<file path="src/rtl/shifter_seq_if.sv">
// shifter_seq_if: start/ready/done handshake plus operand and result bus for shifter_seq
interface shifter_seq_if #(
   parameter int WIDTH   = 32,
   parameter int SHAMT_W = 5
);
   logic               start_i;
   logic [1:0]         mode_i;
   logic [WIDTH-1:0]   data_i;
   logic [SHAMT_W-1:0] shamt_i;
   logic               ready_o;
   logic               busy_o;
   logic               done_o;
   logic [WIDTH-1:0]   data_o;
   modport master (output start_i, mode_i, data_i, shamt_i, input ready_o, busy_o, done_o, data_o);
   modport slave  (input start_i, mode_i, data_i, shamt_i, output ready_o, busy_o, done_o, data_o);
endinterface

</file>
<file path="src/rtl/shifter_seq.sv">
// shifter_seq: multi-cycle SLL/SRL/SRA/ROL shifter moving up to STEP bits per cycle
module shifter_seq #(
   parameter int WIDTH   = 32,
   parameter int SHAMT_W = 5,
   parameter int STEP    = 1
) (
   input logic          clk_i,
   input logic          rst_i,
   shifter_seq_if.slave bus
);
   typedef enum logic [1:0] {IDLE, SHIFT, DONE} state_t;
   state_t             state, state_nxt;
   logic [1:0]         mode;
   logic [WIDTH-1:0]   work, work_nxt, shifted;
   logic [SHAMT_W-1:0] rem, rem_nxt, k;
   logic               accept;
   assign accept = state == IDLE && bus.start_i;
   // state register
   always_ff @(posedge clk_i or posedge rst_i)
      if (rst_i) state <= IDLE;
      else state <= state_nxt;
   // one shift step of k bits in the latched mode; k never reaches WIDTH since rem < WIDTH
   always_comb begin
      k = int'(rem) < STEP ? rem : SHAMT_W'(STEP);
      shifted = mode == 2'b00 ? work << k :
                mode == 2'b01 ? work >> k :
                mode == 2'b10 ? WIDTH'($signed(work) >>> k) :
                (work << k) | (work >> (WIDTH - int'(k)));
   end
   // next state and next work/remaining values; rem==0 after latch skips SHIFT
   always_comb begin
      work_nxt = accept ? bus.data_i : state == SHIFT ? shifted : work;
      rem_nxt = accept ? bus.shamt_i : state == SHIFT ? rem - k : rem;
      state_nxt = state == DONE ? IDLE :
                  (accept || state == SHIFT) ? (rem_nxt == '0 ? DONE : SHIFT) :
                  state;
   end
   // operand registers, latched on acceptance and stepped while shifting
   always_ff @(posedge clk_i or posedge rst_i)
      if (rst_i) begin
         work <= '0;
         rem <= '0;
         mode <= '0;
      end else begin
         work <= work_nxt;
         rem <= rem_nxt;
         mode <= accept ? bus.mode_i : mode;
      end
   // result register, loaded on entry to DONE so data_o is valid alongside done_o
   always_ff @(posedge clk_i or posedge rst_i)
      if (rst_i) bus.data_o <= '0;
      else if (state_nxt == DONE) bus.data_o <= work_nxt;
   // handshake outputs decoded from state
   always_comb begin
      bus.ready_o = state == IDLE;
      bus.busy_o = state != IDLE;
      bus.done_o = state == DONE;
   end
endmodule

</file>
<file path="src/flat_wrapper.sv">
// flat-port wrapper written by rule: the top's interface ports become plain ports
module shifter_seq_flat 
#(
   parameter int WIDTH   = 32,
   parameter int SHAMT_W = 5,
   parameter int STEP    = 1
)
  (clk_i, rst_i, bus_start_i, bus_mode_i, bus_data_i, bus_shamt_i, bus_ready_o, bus_busy_o, bus_done_o, bus_data_o);
  shifter_seq_if #(.WIDTH(WIDTH), .SHAMT_W(SHAMT_W)) bus_i ();
  input logic clk_i;
  input logic rst_i;
  input wire logic [$bits(bus_i.start_i)-1:0] bus_start_i;
  input wire logic [$bits(bus_i.mode_i)-1:0] bus_mode_i;
  input wire logic [$bits(bus_i.data_i)-1:0] bus_data_i;
  input wire logic [$bits(bus_i.shamt_i)-1:0] bus_shamt_i;
  output wire logic [$bits(bus_i.ready_o)-1:0] bus_ready_o;
  output wire logic [$bits(bus_i.busy_o)-1:0] bus_busy_o;
  output wire logic [$bits(bus_i.done_o)-1:0] bus_done_o;
  output wire logic [$bits(bus_i.data_o)-1:0] bus_data_o;
  assign bus_i.start_i = bus_start_i;
  assign bus_i.mode_i = bus_mode_i;
  assign bus_i.data_i = bus_data_i;
  assign bus_i.shamt_i = bus_shamt_i;
  assign bus_ready_o = bus_i.ready_o;
  assign bus_busy_o = bus_i.busy_o;
  assign bus_done_o = bus_i.done_o;
  assign bus_data_o = bus_i.data_o;
  shifter_seq #(.WIDTH(WIDTH), .SHAMT_W(SHAMT_W), .STEP(STEP)) u_core (.clk_i(clk_i), .rst_i(rst_i), .bus(bus_i));
endmodule
</file>
<file path="config.mk">
export PLATFORM = sky130hd
export DESIGN_NAME = shifter_seq_flat
export DESIGN_NICKNAME = d
export VERILOG_FILES = /design/src/rtl/shifter_seq_if.sv /design/src/rtl/shifter_seq.sv /design/src/flat_wrapper.sv
export SDC_FILE = /design/constraint.sdc
export NUM_CORES = 1
export LEC_CHECK = 0
export BUFFER_PORTS_ARGS = -buffer_cell sky130_fd_sc_hd__buf_4
export CORE_ASPECT_RATIO = 1.1
export CORE_MARGIN = 2
export CORE_UTILIZATION = 45
export DETAILED_ROUTE_END_ITERATION = 7
export GPL_TIMING_DRIVEN = 1
export HOLD_SLACK_MARGIN = 0.08
export PLACE_DENSITY_LB_ADDON = 0.12
export SLEW_MARGIN = 20
export SYNTH_ARGS = -nofsm -noshare
export SYNTH_HDL_FRONTEND = slang
export SYNTH_SLANG_ARGS = --single-unit
</file>
<file path="constraint.sdc">
create_clock -name clk_i -period 4.2 [get_ports clk_i]
set_clock_uncertainty 0.15 [all_clocks]
set_input_delay 0.42 -clock clk_i [delete_from_list [all_inputs] [get_ports clk_i]]
set_output_delay 0.42 -clock clk_i [all_outputs]
set_load 0.02 [all_outputs]
</file>
# After elaboration in Yosys (flattened, before gate mapping)
# Cells that the tools add are included.
# W data, S select, Z words.
# word_totals
reg_bits,73
inputBits,42
# classes
n_addsub,2
magnitude_cmp,1
eq_ne,5
shift,4
mux,11
n_bitwise,1
n_reduce_logical,6
# ops
cell,count
$mux W32,5
$or A32 B32 Y32,1
$shl A32 B5 Y32,1
$shr A32 B32 Y32,1
$shr A32 B5 Y32,1
$sshr A32 B5 Y32,1
$mux W5,3
$sub A6 B5 Y7 const A,1
$eq A2 B2 Y1 const B,3
$mux W2,3
$logic_not A5 Y1,1
$lt A5 B1 Y1 const B,1
$sub A5 B5 Y5,1
$eq A2 B1 Y1 const B,2
$logic_not A2 Y1,2
$reduce_bool A2 Y1,1
$logic_and A1 B1 Y1,1
$logic_or A1 B1 Y1,1

# Logic depth before layout (Yosys ltp)
# Gate-level depths: netlist (run 1).
# depth
ltp_word,10
mapped_depth,10
depth_no_buf,8

# Least setup slack after synthesis (run 1)
# No wires, ideal clock.
# synth_path
path_type,register to register
from,register u_core.rem[1]
to,register u_core.bus.data_o[10]
setup_time_ns,0.125
arrival_time_ns,2.664
slack_ns,1.261
stages_incl_launch_ff,11
path_buffers,2
synth_period_minus_slack_ns,2.939
path_cell_list,dfrtp_1 or4_1 buf_2 nand2b_1 ha_1 nand2b_1 a21oi_1 nand3b_1 nor4_4 buf_6 mux2_4
# synth_via
elab_chain_cells,10
# synth_rtl
element,line_no,source
"start, declared",shifter_seq.sv:15,"logic [SHAMT_W-1:0] rem, rem_nxt, k;"
"start signal, assigned",shifter_seq.sv:46,rem <= rem_nxt;
$lt A5 B1 Y1,shifter_seq.sv:24,k = int'(rem) < STEP ? rem : SHAMT_W'(STEP);
$mux W5,shifter_seq.sv:24,
$sub A6 B5 Y7 or $sub A5 B5 Y5 (tied branches),"shifter_seq.sv:28, shifter_seq.sv:33",
$shr A32 B32 Y32 or $mux W5 (tied branches),"shifter_seq.sv:28, shifter_seq.sv:33",
$or A32 B32 Y32 or $mux W5 (tied branches),"shifter_seq.sv:28, shifter_seq.sv:33",
$mux W32 or $logic_not A5 Y1 (tied branches),"shifter_seq.sv:27, shifter_seq.sv:35",
$mux W32 or $mux W2 (tied branches),"shifter_seq.sv:26, shifter_seq.sv:35",
$mux W32 or $mux W2 (tied branches),"shifter_seq.sv:25, shifter_seq.sv:35",
$mux W32 or $mux W2 (tied branches),"shifter_seq.sv:32, shifter_seq.sv:34",
$mux W32 or $eq A2 B2 Y1 (tied branches),"shifter_seq.sv:32, shifter_seq.sv:52",
"end signal, assigned",shifter_seq.sv:52,else if (state_nxt == DONE) bus.data_o <= work_nxt;
"end, declared",shifter_seq_if.sv:15,"modport slave (input start_i, mode_i, data_i, shamt_i, output ready_o, busy_o, done_o, data_o);"
# Parallel ways exist; a longest one is shown, timed or not.
# A chain may end at the register's enable or synchronous reset.

# Final worst setup path (run 1)
# layout_path
from,register u_core.rem[1]
to,register u_core.bus.data_o[29]
# Same word-level chain as after synthesis.

==> results.toml, run 1 <==
[yosys]
synth_mux_area_share_pct = 26.7
synth_xor_xnor_area_share_pct = 0.233
synth_top_family_by_area = "multiplexers"
netlist_instances = 317
synth_seq_cells = 73
yosysTopAreaCell = "dfrtp_1"
synth_cell_types = 46
yosys.area_share.simple_pct = 9.93
synth_top_area_share_pct = 48.7
avgSynthCellArea_um2 = 11.8
syn_area_um2 = 3750
synth.area.top_cells = "dfrtp_1, mux2i_1, mux2_2, mux2_4, nand2_1"
yosysWarningCount = 0
ys_seq_area_share_pct = 48.7
synth_nets = 360
synth-adder-area-share_pct = 0.333
synth_compound_area_share_pct = 9.53

[drt]
drc = 0
firstDrtPassIters = 4
drt-initial-drc-count = 125
avgViaCountPerCell = 5.31
wl_mm = 7.95
routedWlPerCell_um = 15.8
ant_nets = 0
vias = 2664

[critical_path]
cp_data_required_time_ns = 4.28
critical_path_class = "reg -> reg"
path_max_fanout = 23
cpMostUsedCell = "nand2b_1"
critPathMaxStageDelay_ns = 0.74
cpMaxStageDelayCell = "or4_1"
path_cells = "or4_1 -> nand2b_1 -> ha_1 -> nand2b_1 -> a21oi_1 -> nand3b_1 -> nor4_4 -> buf_4 -> mux2_2"
end_kind = "register"
cp_data_arrival_time_ns = 3.34
critPathLaunchType = "register"
r2r_cells = 9

[power]
p_int_mw = 2.39
comb_power_share_pct = 52.0
p_switching_mw = 1.56
ir_worst_vdd_v = 0.000426
p_per_area_nw_per_um2 = 861
clock_power_share_pct = 14.7
p_leak_nw = 2.13
seqPwrFrac_pct = 33.3
switching_share_pct = 39.5

[placed_design]
pre_cts_slack_ns = 0.946
place_congestion = 0.813
port_buffers = 76
hpwl_mm = 5.47
placed_cells = 486

[timing]
relSlewSlack_pct = 45.8
hold_violations = 0
timing.setup.tns_ns = 0
finalCriticalPeriod_ns = 3.26
final-setup-viol-count = 0
max_freq_mhz = 307
period_share_pct = 77.5
worst_slew_pin_slew_ns = 0.812
grt_setup_unrepaired = "no"
fin_ws_ns = 0.944
slew_viol_final = 0

[grt]
grt_overflow = 0
grt_start_max_net_pins = 60
grt_pass1_wl_mm = 13.3
gr-usage-met1_pct = 25.6
grt_pass1_vias = 2690
met3_usage_pct = 3.23
met2_usage_pct = 28.2
antenna_found_initial = 0
grt.busiest_layer = "met2"
gr-usage-all-layers_pct = 18.4

[floorplanning]
core_area_um2 = 8000
fp-row-count = 34
initial_utilization_pct = 46.9
die_x_um = 91.1
num_io_pins = 77
die_h_um = 99.8
dieArea_um2 = 9090

[cts]
clock_latency_ns = 0.35
h-tree-depth = 3
tritoncts = "done"
ctsResizeCount = 0
cts_setup_buffers = 0
cts_sinks = 73
cts_hold_buf = 0
cts_max_path_buffers = 2
cts-root-buf = "clkbuf_8"
numCtsBuffers = 9
clkTransAtPathRegs_ns = 0.08

[layout]
stdcell_count = 502
fin_nets = 432
syn_to_final_growth_pct = 22.4
drive_above_1_share_pct = 39.8
diodes = 0

[run_status]
status = "complete, no violations"

[min_path]
hp-class = "in -> async"

[job]
maxCapViolations = 0
==> synthesized netlist by cell type (all sizes together) <==
| cell | number |
|---|---|
| mux2 | 54 |
| buf | 12 |
| a22oi | 1 |
| a221o | 3 |
| nand3b | 2 |
| nand2 | 37 |
| a21oi | 7 |
| or3b | 2 |
| nand4bb | 1 |
| dfrtp | 73 |
| nor2b | 2 |
| clkbuf | 9 |
| o21bai | 1 |
| ha | 1 |
| o41ai | 1 |
| or2 | 1 |
| nor3b | 1 |
| nor3 | 6 |
| nand2b | 5 |
| inv | 7 |
| a22o | 1 |
| o31ai | 1 |
| nand3 | 2 |
| nor2 | 5 |
| or4 | 3 |
| o21a | 1 |
| xnor2 | 1 |
| nor4 | 2 |
| nand4 | 1 |
| o311ai | 1 |
| or3 | 2 |
| o21ai | 30 |
| mux2i | 32 |
| o21ba | 1 |
| a211oi | 6 |
| a31oi | 2 |
==> stage by stage <==
step	area, µm²	total power, mW	util, %	hold WS, ns
after global placement	4380	3.36	54.8	0.321
after detailed placement	4380	3.39	54.8	0.329
after floorplan	3750	2.86	-	0.332
after global routing	4590	4.24	57.4	0.105
final	4590	3.95	57.4	0.0517
after CTS	4590	3.99	57.4	0.109
==> registers in the layout (all words and copies together), names as in the netlist <==
signal,count
u_core.bus.data_o,32
u_core.state,2
u_core.mode,2
u_core.rem,5
u_core.work,32
==> path summary, 6_finish.rpt <==
check / end / from / slack [ns]
max: u_core.bus.data_o[29] / u_core.rem[1] / 0.94
min: u_core.bus.data_o[18] / rst_i / 0.05
max reg2reg: u_core.bus.data_o[29] / u_core.rem[1] / 0.94
min reg2reg: u_core.bus.data_o[2] / u_core.bus.data_o[2] / 0.34
max in group asynchronous: u_core.work[16] / rst_i / 3.03
min in group clk_i: u_core.mode[0] / bus_mode_i[0] / 0.12
==> cells by family after synthesis <==
group | after synthesis
AO/OA/AOI/OAI | 56
XOR/XNOR | 1
adder cells (fa/ha/maj) | 1
buffers and inverters | 28
flip-flops | 73
multiplexers | 86
AND/OR/NAND/NOR | 72
==> power groups by stage <==
stage	logic [mW]	clock network (mW)	registers [mW]
after global placement	2.04	0	1.32
after CTS	2.08	0.593	1.32
after floorplan	1.47	0	1.39
after global routing	2.24	0.626	1.37
final	2.06	0.582	1.32
after detailed placement	2.07	0	1.32
==> critical path: cells and delay by family (launching register included) <==
| kind | cells | cell delay [ns] |
|---|---|---|
| AND/OR/NAND/NOR | 5 | 1.34 |
| adder cells (fa/ha/maj) | 1 | 0.23 |
| multiplexers | 1 | 0.38 |
| buffers and inverters | 1 | 0.42 |
| flip-flops | 1 | 0.44 |
| AO/OA/AOI/OAI | 1 | 0.17 |
==> final cells by class <==
| cell class | count | area (µm²) |
|---|---|---|
| flip-flops and latches | 73 | 1830 |
| multi-input cells | 216 | 1780 |
| clock inverters | 5 | 61.3 |
| well taps | 108 | 135 |
| clock buffers | 11 | 151 |
| fillers | 727 | 3400 |
| inverters | 7 | 27.5 |
| repair buffers | 82 | 616 |
==> metal layers <==
metal  up-vias  part of all wire (%)
li1       1283                     -
met1      1291                    47
met2        76                    46
met3        14                   4.7
met4         0                   2.2
met5         -                     0
==> cells in the final DEF, fill, tap and decap left out, types with 2 or more instances in the layout <==
cell type and count:
a221o_1 3, o21ai_0 21, nand2_1 37, clkbuf_8 11
a211oi_1 6, inv_1 6, nor2b_1 2, mux2i_1 32
nand2b_1 5, dfrtp_1 73, or3_1 2, a31oi_1 2
clkinvlp_4 3, mux2_4 20, mux2_2 28, o21ai_1 8
nor2_1 5, a21oi_1 7, nand3b_1 2, or4_1 3
nor3_1 6, mux2_1 6, buf_4 82
Power figures use the tool's default switching activity.
==> inputs of run 2 (changes only) <==
--- a/config.mk
+++ b/config.mk
@@ -5,6 +5,7 @@
 export SDC_FILE = /design/constraint.sdc
 export NUM_CORES = 1
 export LEC_CHECK = 0
+export ABC_AREA = 1
 export BUFFER_PORTS_ARGS = -buffer_cell sky130_fd_sc_hd__buf_4
 export CORE_ASPECT_RATIO = 1.1
 export CORE_MARGIN = 2
==> constraint.sdc (replaced) <==
create_clock -name clk_i -period 2.65 [get_ports clk_i]
set_clock_uncertainty 0.15 [all_clocks]
set_input_delay 0.265 -clock clk_i [delete_from_list [all_inputs] [get_ports clk_i]]
set_output_delay 0.265 -clock clk_i [all_outputs]
set_load 0.02 [all_outputs]
==> results.toml, run 2 <==
[run_status]
status = "complete, no violations"

[yosys]
synth.most_common_cell = "nand2_1"
synth_seq_cells = 73
synth.area.top_cells = "dfrtp_1, nand2_1, nand4_1, nand3_1, nor2_1"
yosysWarningCount = 0
synth_cell_types = 30
synth-async-reset-ratio_pct = 100
synth_top_area_share_pct = 44.4
yosys-top-cells-count = "nand2_1, dfrtp_1, nor2_1"
ys_seq_area_share_pct = 44.4
yosysTopAreaCell = "dfrtp_1"
syn_area_um2 = 4120
synth-edff-count = 0
avgSynthCellArea_um2 = 7.42
synth_nets = 598
ys.flop_type = "dfrtp_1"
netlist_instances = 555

[critical_path]
path_max_fanout = 32
critPathLaunchType = "register"
r2r_cells = 11
end_kind = "register"
cpMostUsedCell = "nand2_1"
critPathMaxStageDelay_ns = 0.43
cpMaxStageDelayCell = "nand4_4"
critical_path_class = "reg -> reg"
cp_data_arrival_time_ns = 2.51
cp_data_required_time_ns = 2.74
path_cells = "inv_1 -> nand2_1 -> ha_1 -> nor2_2 -> nand3_1 -> nand3_2 -> nand2_4 -> nor2_4 -> nand4_4 -> nand2_1 -> nand2_1"

[timing]
timing.hold.ws_ns = 0.0858
hold_violations = 0
worst_slew_pin_slew_ns = 0.537
period_share_pct = 91.5
final-setup-viol-count = 0
fin_ws_ns = 0.227
grt_setup_unrepaired = "yes"
max_freq_mhz = 413
finalCriticalPeriod_ns = 2.42
slew_viol_final = 0
relSlewSlack_pct = 64.1

[grt]
grt_start_max_net_pins = 74
grt_pass1_vias = 3896
grt_pass1_wl_mm = 18.3
grt_overflow = 0
gr-usage-all-layers_pct = 23.0
antenna_found_initial = 0

[drt]
vias = 3940
drc = 0
avgViaCountPerCell = 5.08
firstDrtPassIters = 4
routedWlPerCell_um = 13.9
wl_mm = 10.8
ant_nets = 0
drt-initial-drc-count = 207

[floorplanning]
initial_utilization_pct = 46.4
dieArea_um2 = 9930
die_x_um = 95.2
fp-row-count = 36
core_area_um2 = 8870
die_h_um = 104
num_io_pins = 77

[layout]
layout_commonest_cell = "nand2_1"
regArea_um2 = 1830
fin_nets = 699
syn_to_final_growth_pct = 27.9
multi_input_area_um2 = 1940
diodes = 0
final_util_pct = 59.3
n_fill_cell = 815
layout_common_cells = "nand2_1, buf_4, dfrtp_1"
top_regs = "u_core.bus.data_o: 32 flops, u_core.work: 32 flops, u_core.rem: 5 flops"
drive_above_1_share_pct = 20.7

[job]
maxCapViolations = 0

[cts]
h-tree-depth = 3
cts-root-buf = "clkbuf_8"
cts_sinks = 73
clock_latency_ns = 0.35
tritoncts = "done"
numCtsBuffers = 9
cts_max_path_buffers = 2
clkTransAtPathRegs_ns = 0.08

[placed_design]
place_congestion = 0.875
pre_cts_slack_ns = 0.248
port_buffers = 76
hpwl_mm = 6.84

[power]
ir_worst_vdd_v = 0.000628
p_leak_nw = 2.82
p_per_area_nw_per_um2 = 1360

[min_path]
hp-class = "in -> reg"
hold_depth = 3
## run 2: cell type report
cell class                 count  area share (%)
sequential                    73            34.7
clock buffer                  10            2.61
tap                          114            2.71
inverter                      39            2.83
timing repair buffer         120            19.0
clock inverter                 6            1.26
multi-input combinational    413            36.9
## run 2: cells by family after synthesis
family | count (synthesis) | synth area share [%]
compound gates | 38 | 5.56
fa+ha+maj | 1 | 0.304
buf+inv | 69 | 8.54
flops | 73 | 44.4
simple gates | 374 | 41.2
## run 2: worst max-delay path: cells and delay by family, from the launching register on
family / cells / cell delay (ns)
adders and majority gates: 1 / 0.20
and+or+nand+nor: 9 / 1.39
buffers and inverters: 1 / 0.16
DFF: 1 / 0.40
## run 2: path summary, 6_finish.rpt
check | start | end | slack (ns)
setup / recovery | u_core.rem[0] | u_core.bus.data_o[31] | 0.23
hold / removal | bus_data_i[23] | u_core.work[23] | 0.09
setup reg to reg | u_core.rem[0] | u_core.bus.data_o[31] | 0.23
hold reg to reg | u_core.bus.data_o[27] | u_core.bus.data_o[27] | 0.33
max in group asynchronous | rst_i | u_core.state[0] | 1.62
min in group asynchronous | rst_i | u_core.bus.data_o[14] | 0.41
## run 2: repair_timing
action,CTS,global route
gates resized for setup,0,2
buffers inserted,0,0
hold buffers,35,0
endpoints found under the setup margin,0,14
endpoints found under the hold margin,107,0
## run 2: through the flow
stage               cells  setup TNS, ns  power [mW]  area (µm²)
CTS                   775              0        7.16        5260
floorplan             555              0        5.13        4120
detailed placement    724              0        6.18        4710
global route          775        -0.0626        7.84        5270
finish                775              0        7.14        5270
global placement      724              0        6.11        4710
## run 2: metal layers
| metal | vias to the layer above | routed length [µm] | share of wire (%) | track usage (%) |
|---|---|---|---|---|
| met5 | - | 0 | 0 | 0 |
| li1 | 1982 | - | - | - |
| met3 | 15 | 463 | 4.3 | 3.41 |
| met1 | 1845 | 5030 | 47 | 32.3 |
| met2 | 98 | 5090 | 47 | 36.3 |
| met4 | 0 | 179 | 1.7 | 7.35 |
## run 2: power breakdown
part / internal [mW] / switching, mW / leakage, nW / total (mW)
sequential: 1.70 / 0.379 / 0.883 / 2.08
combinational: 1.43 / 2.72 / 1.84 / 4.15
clock: 0.462 / 0.451 / 0.0949 / 0.913
